## src/rtl/sha2inctrl.sv

```systemverilog
// sha2inctrl: sequences datapath strobes to assemble SHA-256 padded 512-bit blocks from 64-bit packets
module sha2inctrl (
  input  logic       clk,
  input  logic       rst,
  input  logic       msg_vld,
  input  logic       msg_last,
  output logic       msg_rdy,
  input  logic [2:0] idx,
  output logic       clr,
  output logic       st_pkt,
  output logic       pad_pkt,
  output logic       zero_pkt,
  output logic       mgln_pkt,
  output logic       blk_vld,
  output logic       blk_last,
  input  logic       blk_ack,
  output logic       msg_done
);
  typedef enum logic [2:0] {IDLE, DATA, PAD, ZERO, LEN, WAIT} state_t;
  state_t state, ret;
  logic fin, done;
  always_ff @(posedge clk)
    if (rst) begin
      state <= IDLE;
      ret   <= DATA;
      fin   <= 1'b0;
      done  <= 1'b0;
    end else begin
      done <= 1'b0;
      case (state)
        IDLE: begin
          state <= DATA;
          fin   <= 1'b0;
        end
        DATA: if (msg_vld) begin
          if (idx == 3'd7) begin
            state <= WAIT;
            ret   <= msg_last ? PAD : DATA;
          end else if (msg_last) state <= PAD;
        end
        PAD: if (idx == 3'd7) begin
          state <= WAIT;
          ret   <= ZERO;
        end else state <= (idx == 3'd6) ? LEN : ZERO;
        ZERO: if (idx == 3'd6) state <= LEN;
        LEN: begin
          state <= WAIT;
          fin   <= 1'b1;
        end
        WAIT: if (blk_ack) begin
          state <= fin ? IDLE : ret;
          done  <= fin;
        end
        default: state <= IDLE;
      endcase
    end
  // every output is forced low while reset is held, clr included
  always_comb begin
    clr      = ~rst & (state == IDLE);
    msg_rdy  = ~rst & (state == DATA);
    pad_pkt  = ~rst & (state == PAD);
    zero_pkt = ~rst & (state == ZERO);
    mgln_pkt = ~rst & (state == LEN);
    st_pkt   = (msg_rdy & msg_vld) | pad_pkt | zero_pkt | mgln_pkt;
    blk_vld  = ~rst & (state == WAIT);
    blk_last = blk_vld & fin;
    msg_done = ~rst & done;
  end
endmodule

```

## config.mk

```make
export PLATFORM = sky130hd
export DESIGN_NAME = sha2inctrl
export DESIGN_NICKNAME = d
export VERILOG_FILES = /design/src/rtl/sha2inctrl.sv
export SDC_FILE = /design/constraint.sdc
export NUM_CORES = 1
export LEC_CHECK = 0
export CORE_AREA = 2 2 39 41
export CTS_CLUSTER_DIAMETER = 30
export CTS_CLUSTER_SIZE = 28
export DETAILED_ROUTE_END_ITERATION = 16
export DIE_AREA = 0 0 41 43
export HOLD_SLACK_MARGIN = 0.05
export PLACE_DENSITY = 0.69
export SKIP_CTS_REPAIR_TIMING = 1
export SYNTH_ARGS = -nofsm -noshare
export SYNTH_HDL_FRONTEND = slang
export SYNTH_SLANG_ARGS = --single-unit
```

## constraint.sdc

```tcl
create_clock -name clk -period 3.05 [get_ports clk]
set_clock_uncertainty 0.05 [all_clocks]
set_input_delay 0.305 -clock clk [delete_from_list [all_inputs] [get_ports clk]]
set_output_delay 0.305 -clock clk [all_outputs]
set_load 0.03 [all_outputs]
```

== After elaboration in Yosys (flattened, before gate mapping) ==
Index checks and enable logic that the tools add are counted.

* Bits in registers: 8
* Output and inout bits: 9
* Word-level logic and storage cells: 53
* Input bits: 8

* Reduce and logical (&&, ||, !) cells: 6
* Bitwise operators: 15
* Equality and inequality tests: 13
* Muxes and demuxes: 15

{| class="wikitable"
|+ Operator list
! operator !! count
|-
| 3-bit 2-to-1 mux || 11
|-
| 3-bit one-hot mux with 6 select lines || 1
|-
| 3-bit == test, second input constant || 4
|-
| 2-bit inequality test, second input constant || 5
|-
| 1-bit AND || 9
|-
| 4-bit AND reduction || 2
|-
| 3-bit by 2-bit == test with 1-bit output, second input constant || 2
|-
| 3-bit one-hot mux with 2 select lines || 1
|-
| 2-bit nonzero test || 2
|-
| 3-bit by 1-bit == test with 1-bit output, second input constant || 1
|-
| 3-bit logical NOT || 1
|-
| 3-bit inequality test, second input constant || 1
|-
| 1-bit inverter || 3
|-
| 1-bit bitwise OR || 3
|-
| 3-bit OR reduction || 1
|-
| 2-bit 2-to-1 mux || 1
|-
| 1-bit one-hot mux with 2 select lines || 1
|}

== Longest topological paths before layout ==
Gate-level depths: netlist of run 1.

* Depth in word-level cells: 6
* Mapped depth: 5
* Gate-level depth less buffers: 4

== Worst setup path after synthesis of run 1 ==
Ideal clock, no wire load.

* Path type: register -> output
* Start: register state[1]
* End: output port blk_last
* Data required time: 2.695 ns
* Data arrival time: 1.484 ns
* Path buffers: 1
* Stages on the path, launching flop included: 5
* Setup slack: 1.211 ns
* Cell sequence: dfxtp_1 > buf_2 > nand3b_1 > nor2_1 > and2_1

* Word-level cells in the longest chain between the ends: 3

{| class="wikitable"
|+ Ends and longest elaborated chain
! item !! RTL line !! text
|-
| start: declaration || 20 || <nowiki>state_t state, ret;</nowiki>
|-
| start signal: assignment || 44 || <nowiki>end else state <= (idx == 3'd6) ? LEN : ZERO;</nowiki>
|-
| start signal: assignment || 51 || <nowiki>state <= fin ? IDLE : ret;</nowiki>
|-
| 3-bit == test || 65 || <nowiki>blk_vld = ~rst & (state == WAIT);</nowiki>
|-
| 1-bit AND || 65 ||
|-
| named net blk_vld || 14 || <nowiki>output logic blk_vld,</nowiki>
|-
| 1-bit AND || 66 || <nowiki>blk_last = blk_vld & fin;</nowiki>
|-
| end: declaration || 15 || <nowiki>output logic blk_last,</nowiki>
|}

The timed path passes the listed nets, and every way through them passes these cells.

== Final worst setup path of run 1 ==
* Start: register state[1]
* End: output port pad_pkt

* Word-level cells in the longest chain between the ends: 2

{| class="wikitable"
|+ Ends and longest elaborated chain
! item !! RTL line !! text
|-
| 3-bit by 2-bit == test with 1-bit output || 61 || <nowiki>pad_pkt = ~rst & (state == PAD);</nowiki>
|-
| 1-bit AND || 61 ||
|-
| end: declaration || 11 || <nowiki>output logic pad_pkt,</nowiki>
|}

No other way between the ends.

==> results of run 1 <==
## layer usage
layer  up-vias  global-route usage, %  wire length, um
met1       224                   20.2              514
met5         -                      0                0
li1        259                      -                -
met4         0                   12.0               42
met2        20                   21.3              512
met3         5                   3.66               78
## cell families after synthesis
logic type / count (synthesis) / synth area share (%)
AO/OA/AOI/OAI: 15 / 21.8
buffers and inverters: 6 / 6.82
flip-flops: 7 / 29.4
AND/OR/NAND/NOR: 33 / 42.0
## power breakdown
group	total, mW	internal (mW)	leakage, nW	switching (mW)
clock network	0.0846	0.0499	0.0150	0.0346
logic	0.160	0.0767	0.163	0.0830
registers	0.138	0.105	0.0572	0.0327
total	0.382	0.232	0.235	0.150
## cells in the mapped netlist (2+ instances only)
master    number
a21oi_1        5
buf_2          2
inv_1          2
nand3b_1       2
o21ai_0        2
nand3_1        2
and2_1         2
and3_1         2
nor2_1         8
nor3_1         5
a311oi_1       2
nor2b_1        2
dfxtp_1        7
## path summary, 6_finish.rpt
path	start	end	slack (ns)
worst min-delay path	ret[1]	ret[1]	0.46
worst max-delay path	state[1]	pad_pkt	0.66
worst min register to register	ret[1]	ret[1]	0.46
worst max register to register	state[0]	state[2]	1.41
## cell type report
type | count | share of cell area [%]
Timing Repair Buffer | 16 | 24.3
Inverter | 2 | 1.14
Clock buffer | 4 | 3.99
Sequential cell | 7 | 21.3
Multi-Input combinational cell | 48 | 46.2
Tap cell | 16 | 3.04
## metrics by stage
step / util [%] / hold slack (ns) / cells / cell area [um2] / total power, mW
4_1_cts: 47.6 / 0.460 / 93 / 658 / 0.386
5_1_grt: 47.6 / 0.490 / 93 / 658 / 0.410
2_1_floorplan: - / 0.384 / 61 / 477 / 0.253
6_report: 47.6 / 0.458 / 93 / 658 / 0.382
3_5_place_dp: 45.7 / 0.452 / 89 / 632 / 0.298
3_3_place_gp: 45.7 / 0.447 / 89 / 632 / 0.299
## worst max-delay path: cells and delay by family (launching register included)
kind	cells	cell delay, ns
flops	1	0.53
simple gates	2	0.57
buf+inv	1	0.68
## cells in the final DEF (no fill, tap or decap)
master / n
nor3_1: 5
nand3_1: 2
and2_1: 2
a41oi_1: 1
nand4bb_1: 1
nor3b_1: 1
a21boi_0: 1
clkdlybuf4s50_1: 16
o21ai_1: 1
and3_1: 2
a21oi_4: 1
nor2b_1: 2
a31oi_1: 1
o31ai_1: 1
a21oi_1: 5
and3b_1: 1
nor4b_1: 1
nor4bb_1: 1
or2_2: 1
dfxtp_1: 7
a311oi_1: 2
o21ai_0: 2
clkbuf_4: 3
or3b_1: 1
clkbuf_1: 1
nor4_1: 1
nand3b_1: 2
nand2_1: 1
or3b_4: 1
nor2_1: 8
inv_1: 2
## state kept, by name, indices dropped and copies added (netlist names)
register,count
ret,2
fin,1
done,1
state,3
==> summary.txt, run 1 <==
remaining global-route overflow - 0
vias per inst - 5.46
Final setup viols - 0
RSZ-0062 raised after global routing - no
Gate Count Post-Synth - 61
total wire length - 1150 um
Fillers - 152
synthesized cell area - 477 um2
crit end category - output pin
ranking of synthesized cells by area - dfxtp_1 29%, nor2_1 6.3%, a21oi_1 5.2%
CTS tree - built
total number of vias - 508
GRT Util Overall - 15.6%
synth-to-layout area growth - 38.1%
critical path arrival - 2.04 ns
Peak Freq - 0.418 GHz
pin count of the biggest net entering global routing - 14
min Tclk post-route - 2.39 ns
Async SR Flop Fraction - 0%
initial core utilization - 34.4%
EDFF count, synth - 0
syn nets - 69
initial antenna violation count - 0
worst rel slew slack - 70.9%
Most used DFF post-synth - dfxtp_1
Sum Neg Setup Slack - 0 ns
Lkg Pwr - 0.235 nW
GP Congestion - 0.735
core area - 0.00138 mm2
Avg WL per Cell - 12.3 um
top cell type's share of synthesized area - 29.4%
MaxCap Viol Count - 0
Final WS setup - 0.657 ns
post-detailed-route count of antenna-violating nets - 0
vias in the first global route - 407
pre-CTS setup slack - 0.688 ns
CP max stage cell - clkdlybuf4s50_1
Min-Delay Path Class - flip-flop to flip-flop
Final #Nets - 86
first-pass GRT wire length - 1810 um
Slew Viols, Final - 0
io pins - 17
clk buf depth - 2
DRT Pass-1 Iters - 4
Peak VDD IR - 201 uV
CP Class - flip-flop to output pin
#FFs+latches synth - 7
share of layout cells above drive strength 1 - 7.79%
clk slew on worst S/H paths - 0.05 ns
number of core rows - 14
Synth area leader - dfxtp_1
fin crit share - 78.4%
Initial DRC Count - 9
Multi-input gate area - 304 um2
Cell variety after synth - 31
DRC - 0
CP Cell Sequence - or3b_4 > nor2_1 > clkdlybuf4s50_1
CP Max Fanout - 13
Storage cell area - 140 um2
critical path launch point type - flip-flop
sequential-to-total area share from yosys stat - 29.4%
Clock Sinks - 7
CP Data Required Time - 2.69 ns
Least-Margin Pin Slew - 0.435 ns
Yosys Warn Count - 0
CP max stage delay - 0.68 ns
detailed placement HPWL - 867 um
die width - 41 um
CTS buffer count - 3
power per cell area - 581 mW/mm2
Register-to-Register Path Depth - 4
Die Span Y - 43 um
clock root cell - clkbuf_4
Avg Inst Size Synth - 7.81 um2
hold depth - 2
outcome - complete, no violations
n_diodes - 0
full die area - 0.00176 mm2
Clock Latency Late Sink - 0.25 ns
port buffer count - 16
H-tree lvl count - 1
final hold vios - 0
Note: power is estimated with default switching activity, not from simulation.
==> inputs of run 2 (changes only) <==
--- a/config.mk
+++ b/config.mk
@@ -11,7 +11,7 @@
 export DETAILED_ROUTE_END_ITERATION = 16
 export DIE_AREA = 0 0 41 43
 export HOLD_SLACK_MARGIN = 0.05
-export PLACE_DENSITY = 0.69
+export PLACE_DENSITY = 0.72
 export SKIP_CTS_REPAIR_TIMING = 1
 export SYNTH_ARGS = -nofsm -noshare
 export SYNTH_HDL_FRONTEND = slang
==> constraint.sdc (replaced) <==
create_clock -name clk -period 2.1 [get_ports clk]
set_clock_uncertainty 0.05 [all_clocks]
set_input_delay 0.21 -clock clk [delete_from_list [all_inputs] [get_ports clk]]
set_output_delay 0.21 -clock clk [all_outputs]
set_load 0.03 [all_outputs]
==> summary.txt, run 2 (same netlist as run 1, synthesis figures left out) <==
Avg WL per Cell - 12.5 um (+1.1%)
DRC - 0 (unchanged)
GP Congestion - 0.859 (+17%)
Die Span Y - 43 um (unchanged)
GRT Util Overall - 16.4% (+0.75 points)
fin crit share - 91.8%
io pins - 17 (unchanged)
synth-to-layout area growth - 47.8%
CP Cell Sequence - clkdlybuf4s50_1 > buf_4 > nor2b_1 > clkdlybuf4s50_1
Final Util - 50.9% (+3.3 points)
number of core rows - 14 (unchanged)
Final WS setup - 0.171 ns (-0.486 ns)
Lkg Pwr - 0.379 nW (+61%)
Final #Nets - 90 (+4.7%)
Cell Area, Placed - 659 um2 (+4.4%)
remaining global-route overflow - 0 (unchanged)
CP Launch Point - rst
Final setup viols - 0 (unchanged)
pin count of the biggest net entering global routing - 14 (unchanged)
vias in the first global route - 466 (+14%)
CTS tree - built
full die area - 0.00176 mm2 (unchanged)
Final Hold Slack - 0.467 ns (+0.00920 ns)
internal reg-to-reg setup slack - 0.54 ns (-0.87 ns)
CP max stage delay - 0.67 ns (about the same)
min Tclk post-route - 1.93 ns
post-route cell area - 704 um2 (+7.0%)
core area - 0.00138 mm2 (unchanged)
pre-CTS setup slack - 0.147 ns (-0.541 ns)
most used cell, CP - clkdlybuf4s50_1
r2r startpoint - state[0]
Clock Latency Late Sink - 0.26 ns (about the same)
Peak Freq - 0.518 GHz
Initial DRC Count - 15 (+6)
clock root cell - clkbuf_4
Register-to-Register Path Depth - 4 (unchanged)
most frequent cells in the layout - 8 x nor2_1, 8 x clkdlybuf4s50_1, 7 x dlymetal6s2s_1, 6 x dfxtp_1
worst rel slew slack - 78.5% (+7.6 points)
MaxCap Viol Count - 0 (unchanged)
RSZ-0062 raised after global routing - no
first-pass GRT wire length - 1930 um (+6.5%)
DRT Pass-1 Iters - 4 (unchanged)
Min-Delay Path Class - flip-flop to flip-flop
CP Max Fanout - 8 (-5)
WHS Endpoint - ret[1]
detailed placement HPWL - 891 um (+2.8%)
Top Registers - state (3), ret (2)
Top reg by flops - state
H-tree lvl count - 1 (unchanged)
Least-Margin Pin Slew - 0.322 ns (-0.113 ns)
critical path arrival - 1.67 ns (-0.37 ns)
Slew Viols, Final - 0 (unchanged)
CP Data Required Time - 1.84 ns (-0.85 ns)
Largest register FFs - 3 (unchanged)
total wire length - 1210 um (+5.4%)
clk slew on worst S/H paths - 0.05 ns (about the same)
critical path launch point type - primary input
hold path startpoint - ret[1]
CTS buffer count - 3 (unchanged)
die width - 41 um (unchanged)
share of layout cells above drive strength 1 - 14.8% (+7.0 points)
clk buf depth - 2 (unchanged)
hold depth - 2 (unchanged)
CP max stage cell - clkdlybuf4s50_1
post-detailed-route count of antenna-violating nets - 0 (unchanged)
Clock Sinks - 7 (unchanged)
Fillers - 143 (-5.9%)
vias per inst - 5.40 (-1.1%)
Placed Cells - 93 (+4.5%)
total number of vias - 524 (+3.1%)
power per cell area - 811 mW/mm2 (+40%)
port buffer count - 16 (unchanged)
final hold vios - 0 (unchanged)
Non-Filler Instances - 97 (+4.3%)
Peak VDD IR - 562 uV (+180%)
CP Class - primary input to output pin
initial core utilization - 34.4% (unchanged)
n_diodes - 0 (unchanged)
outcome - complete, no violations
initial antenna violation count - 0 (unchanged)
crit end category - output pin
RR Endpoint - state[2]
## run 2: changes by cell type in the layout (fill, tap and decap cells not counted), sizes merged
cell and change:
clkdlybuf4s50 -8, dlymetal6s2s +7, buf +5
## run 2: final cells by class
class | instances | area (um2) | area share [%]
Timing Repair Buffer | 20 | 205 | 29.1
Multi-Input combinational cell | 48 | 304 | 43.2
Sequential cell | 7 | 141 | 20.1
Clock buffer | 4 | 26.3 | 3.73
Tap cell | 16 | 20.0 | 2.84
Inverter | 2 | 7.51 | 1.07
## run 2: worst max-delay path: cells and delay by family
family                 cells  cell delay, ns
buffers and inverters      3            1.35
and+or+nand+nor            1            0.11
## run 2: power breakdown
| part | leakage (nW) | switching, mW | internal, mW | total, mW |
|---|---|---|---|---|
| logic | 0.306 | 0.131 | 0.120 | 0.251 |
| registers | 0.0576 | 0.0395 | 0.154 | 0.194 |
| clock network | 0.0150 | 0.0539 | 0.0728 | 0.127 |
## run 2: worst max-delay path by stage
| stage | cells past startpoint | endpoint |
|---|---|---|
| floorplan | 4 | blk_last |
| global placement | 4 | blk_last |
| detailed placement | 4 | blk_last |
| CTS | 4 | blk_last |
| global route | 4 | msg_done |
| finish | 4 | msg_done |
## run 2: layer usage
layer	vias to the layer above	share of wire [%]	global-route usage (%)
met5	-	0	0
met4	0	3.2	12.0
met3	5	6.7	3.14
met2	16	43	22.8
met1	236	47	21.4
li1	267	-	-
## run 2: stage by stage
step | TNS (ns) | power, mW
after floorplan | 0 | 0.368
after global placement | 0 | 0.445
after detailed placement | 0 | 0.446
after CTS | -0.311 | 0.571
after global routing | 0 | 0.608
final | 0 | 0.571
==> inputs of run 3 (changes only) <==
--- a/config.mk
+++ b/config.mk
@@ -5,13 +5,14 @@
 export SDC_FILE = /design/constraint.sdc
 export NUM_CORES = 1
 export LEC_CHECK = 0
+export ABC_CLOCK_PERIOD_IN_PS = 1900
 export CORE_AREA = 2 2 39 41
 export CTS_CLUSTER_DIAMETER = 30
 export CTS_CLUSTER_SIZE = 28
 export DETAILED_ROUTE_END_ITERATION = 16
 export DIE_AREA = 0 0 41 43
 export HOLD_SLACK_MARGIN = 0.05
-export PLACE_DENSITY = 0.72
+export PLACE_DENSITY = 0.69
 export SKIP_CTS_REPAIR_TIMING = 1
 export SYNTH_ARGS = -nofsm -noshare
 export SYNTH_HDL_FRONTEND = slang
==> constraint.sdc (replaced) <==
create_clock -name clk -period 1.9 [get_ports clk]
set_clock_uncertainty 0.05 [all_clocks]
set_input_delay 0.19 -clock clk [delete_from_list [all_inputs] [get_ports clk]]
set_output_delay 0.19 -clock clk [all_outputs]
set_load 0.03 [all_outputs]
==> summary.txt, run 3 (same netlist as run 1, synthesis figures left out) <==
clock root cell - clkbuf_4
DRT Pass-1 Iters - 4 (unchanged)
RSZ-0062 raised after global routing - no
Power, Total - 622 uW (+8.8%)
Final setup viols - 0 (unchanged)
Sw Ratio - 40.3% (+1.1 points)
critical path launch point type - flip-flop
n_diodes - 0 (unchanged)
internal reg-to-reg setup slack - 0.25 ns (-0.29 ns)
Sum Neg Setup Slack - 0 ns (unchanged)
Slew Viols, Final - 0 (unchanged)
share of layout cells above drive strength 1 - 20.3% (+5.4 points)
power per cell area - 952 mW/mm2 (+17%)
detailed placement HPWL - 895 um (+0.45%)
CP Class - flip-flop to output pin
Clock Latency Late Sink - 0.27 ns (about the same)
GP Congestion - 0.844 (-1.8%)
post-detailed-route count of antenna-violating nets - 0 (unchanged)
Placed Cells - 91 (-2.2%)
DRC - 0 (unchanged)
H-tree lvl count - 1 (unchanged)
vias in the first global route - 457 (-1.9%)
crit end category - output pin
Lkg Pwr - 0.260 nW (-31%)
Least-Margin Pin Slew - 0.392 ns (+0.0706 ns)
Clock Sinks - 7 (unchanged)
sequential power share - 35.2% (+1.3 points)
pin count of the biggest net entering global routing - 14 (unchanged)
Largest register FFs - 3 (unchanged)
Peak VDD IR - 596 uV (+6.1%)
CP Max Fanout - 12 (+4)
Peak Freq - 0.568 GHz
outcome - complete, no violations
vias per inst - 5.56 (+2.9%)
fin crit share - 92.7%
CTS buffer count - 3 (unchanged)
most common library cell in the layout ignoring fill and taps - buf_4
DRT met1 WL - 492 um (-13%)
clock power share - 22.6% (+0.4 points)
remaining global-route overflow - 0 (unchanged)
synth-to-layout area growth - 37.0%
MaxCap Viol Count - 0 (unchanged)
Avg WL per Cell - 12.3 um (-1.1%)
GRT Util Overall - 16.8% (+0.40 points)
min Tclk post-route - 1.76 ns
full die area - 0.00176 mm2 (unchanged)
worst rel slew slack - 73.8% (-4.7 points)
Comb power frac - 42.2% (-1.7 points)
Min-Delay Path Class - flip-flop to flip-flop
final hold vios - 0 (unchanged)
NetSw - 251 uW (+12%)
Initial DRC Count - 10 (-5)
initial antenna violation count - 0 (unchanged)
Final #Nets - 88 (-2.2%)
met3 WL post-DR - 114 um (+41%)
total number of vias - 528 (+0.76%)
initial core utilization - 34.4% (unchanged)
io pins - 17 (unchanged)
port buffer count - 16 (unchanged)
core area - 0.00138 mm2 (unchanged)
Die Span Y - 43 um (unchanged)
critical path arrival - 1.52 ns (-0.15 ns)
Fillers - 144 (+0.70%)
number of core rows - 14 (unchanged)
Top Metal Used - met4
DR WL met2 - 523 um (-0.38%)
CTS tree - built
Top reg by flops - state
Top Registers - state (3), ret (2)
first-pass GRT wire length - 1840 um (-4.7%)
die width - 41 um (unchanged)
Final Util - 47.2% (-3.7 points)
clk buf depth - 2 (unchanged)
most frequent cells in the layout - 10 x buf_4, 8 x nor2_1, 8 x clkdlybuf4s50_1, 7 x dfxtp_1
total wire length - 1170 um (-3.1%)
CP Data Required Time - 1.66 ns (-0.18 ns)
Non-Filler Instances - 95 (-2.1%)
internal power - 371 uW (+6.9%)
clk slew on worst S/H paths - 0.05 ns (about the same)
run 3: routing by layer:
metal,global-route usage (%),vias to the layer above
met4,14.0,0
met3,9.42,4
met5,0,-
met2,23.8,21
met1,16.8,241
li1,-,262
run 3: power groups by stage:
stage               Clock, mW  Sequential [mW]  Combinational, mW
detailed placement          0            0.220              0.262
floorplan                   0            0.184              0.222
global placement            0            0.221              0.263
finish                  0.141            0.219              0.263
CTS                     0.143            0.218              0.263
global route            0.155            0.223              0.283
run 3: path summary, 6_finish.rpt:
path,start,endpoint,cells after the start
max,state[0],msg_rdy,3
min,ret[1],ret[1],2
max reg2reg,state[0],state[2],4
min reg2reg,ret[1],ret[1],2
run 3: worst max-delay path: stages (launching register included):
cell	delay, ns
dfxtp_1	0.54
or3b_1	0.45
nor2_1	0.11
buf_4	0.17
run 3: metrics by stage:
step | cell area, um2 | hold slack, ns | setup slack (ns)
3_3_place_gp | 627 | 0.442 | 0.270
6_report | 653 | 0.451 | 0.138
4_1_cts | 653 | 0.448 | 0.124
2_1_floorplan | 477 | 0.269 | 0.176
3_5_place_dp | 627 | 0.442 | 0.266
5_1_grt | 653 | 0.485 | 0.0337
run 3: layout make-up:
type	instances	area, um2	share of cell area (%)
clock buffers	4	26.3	4.02
multi-input cells	48	304	46.6
flip-flops and latches	7	140	21.5
inverters	2	7.51	1.15
repair buffers	18	155	23.8
well taps	16	20.0	3.07
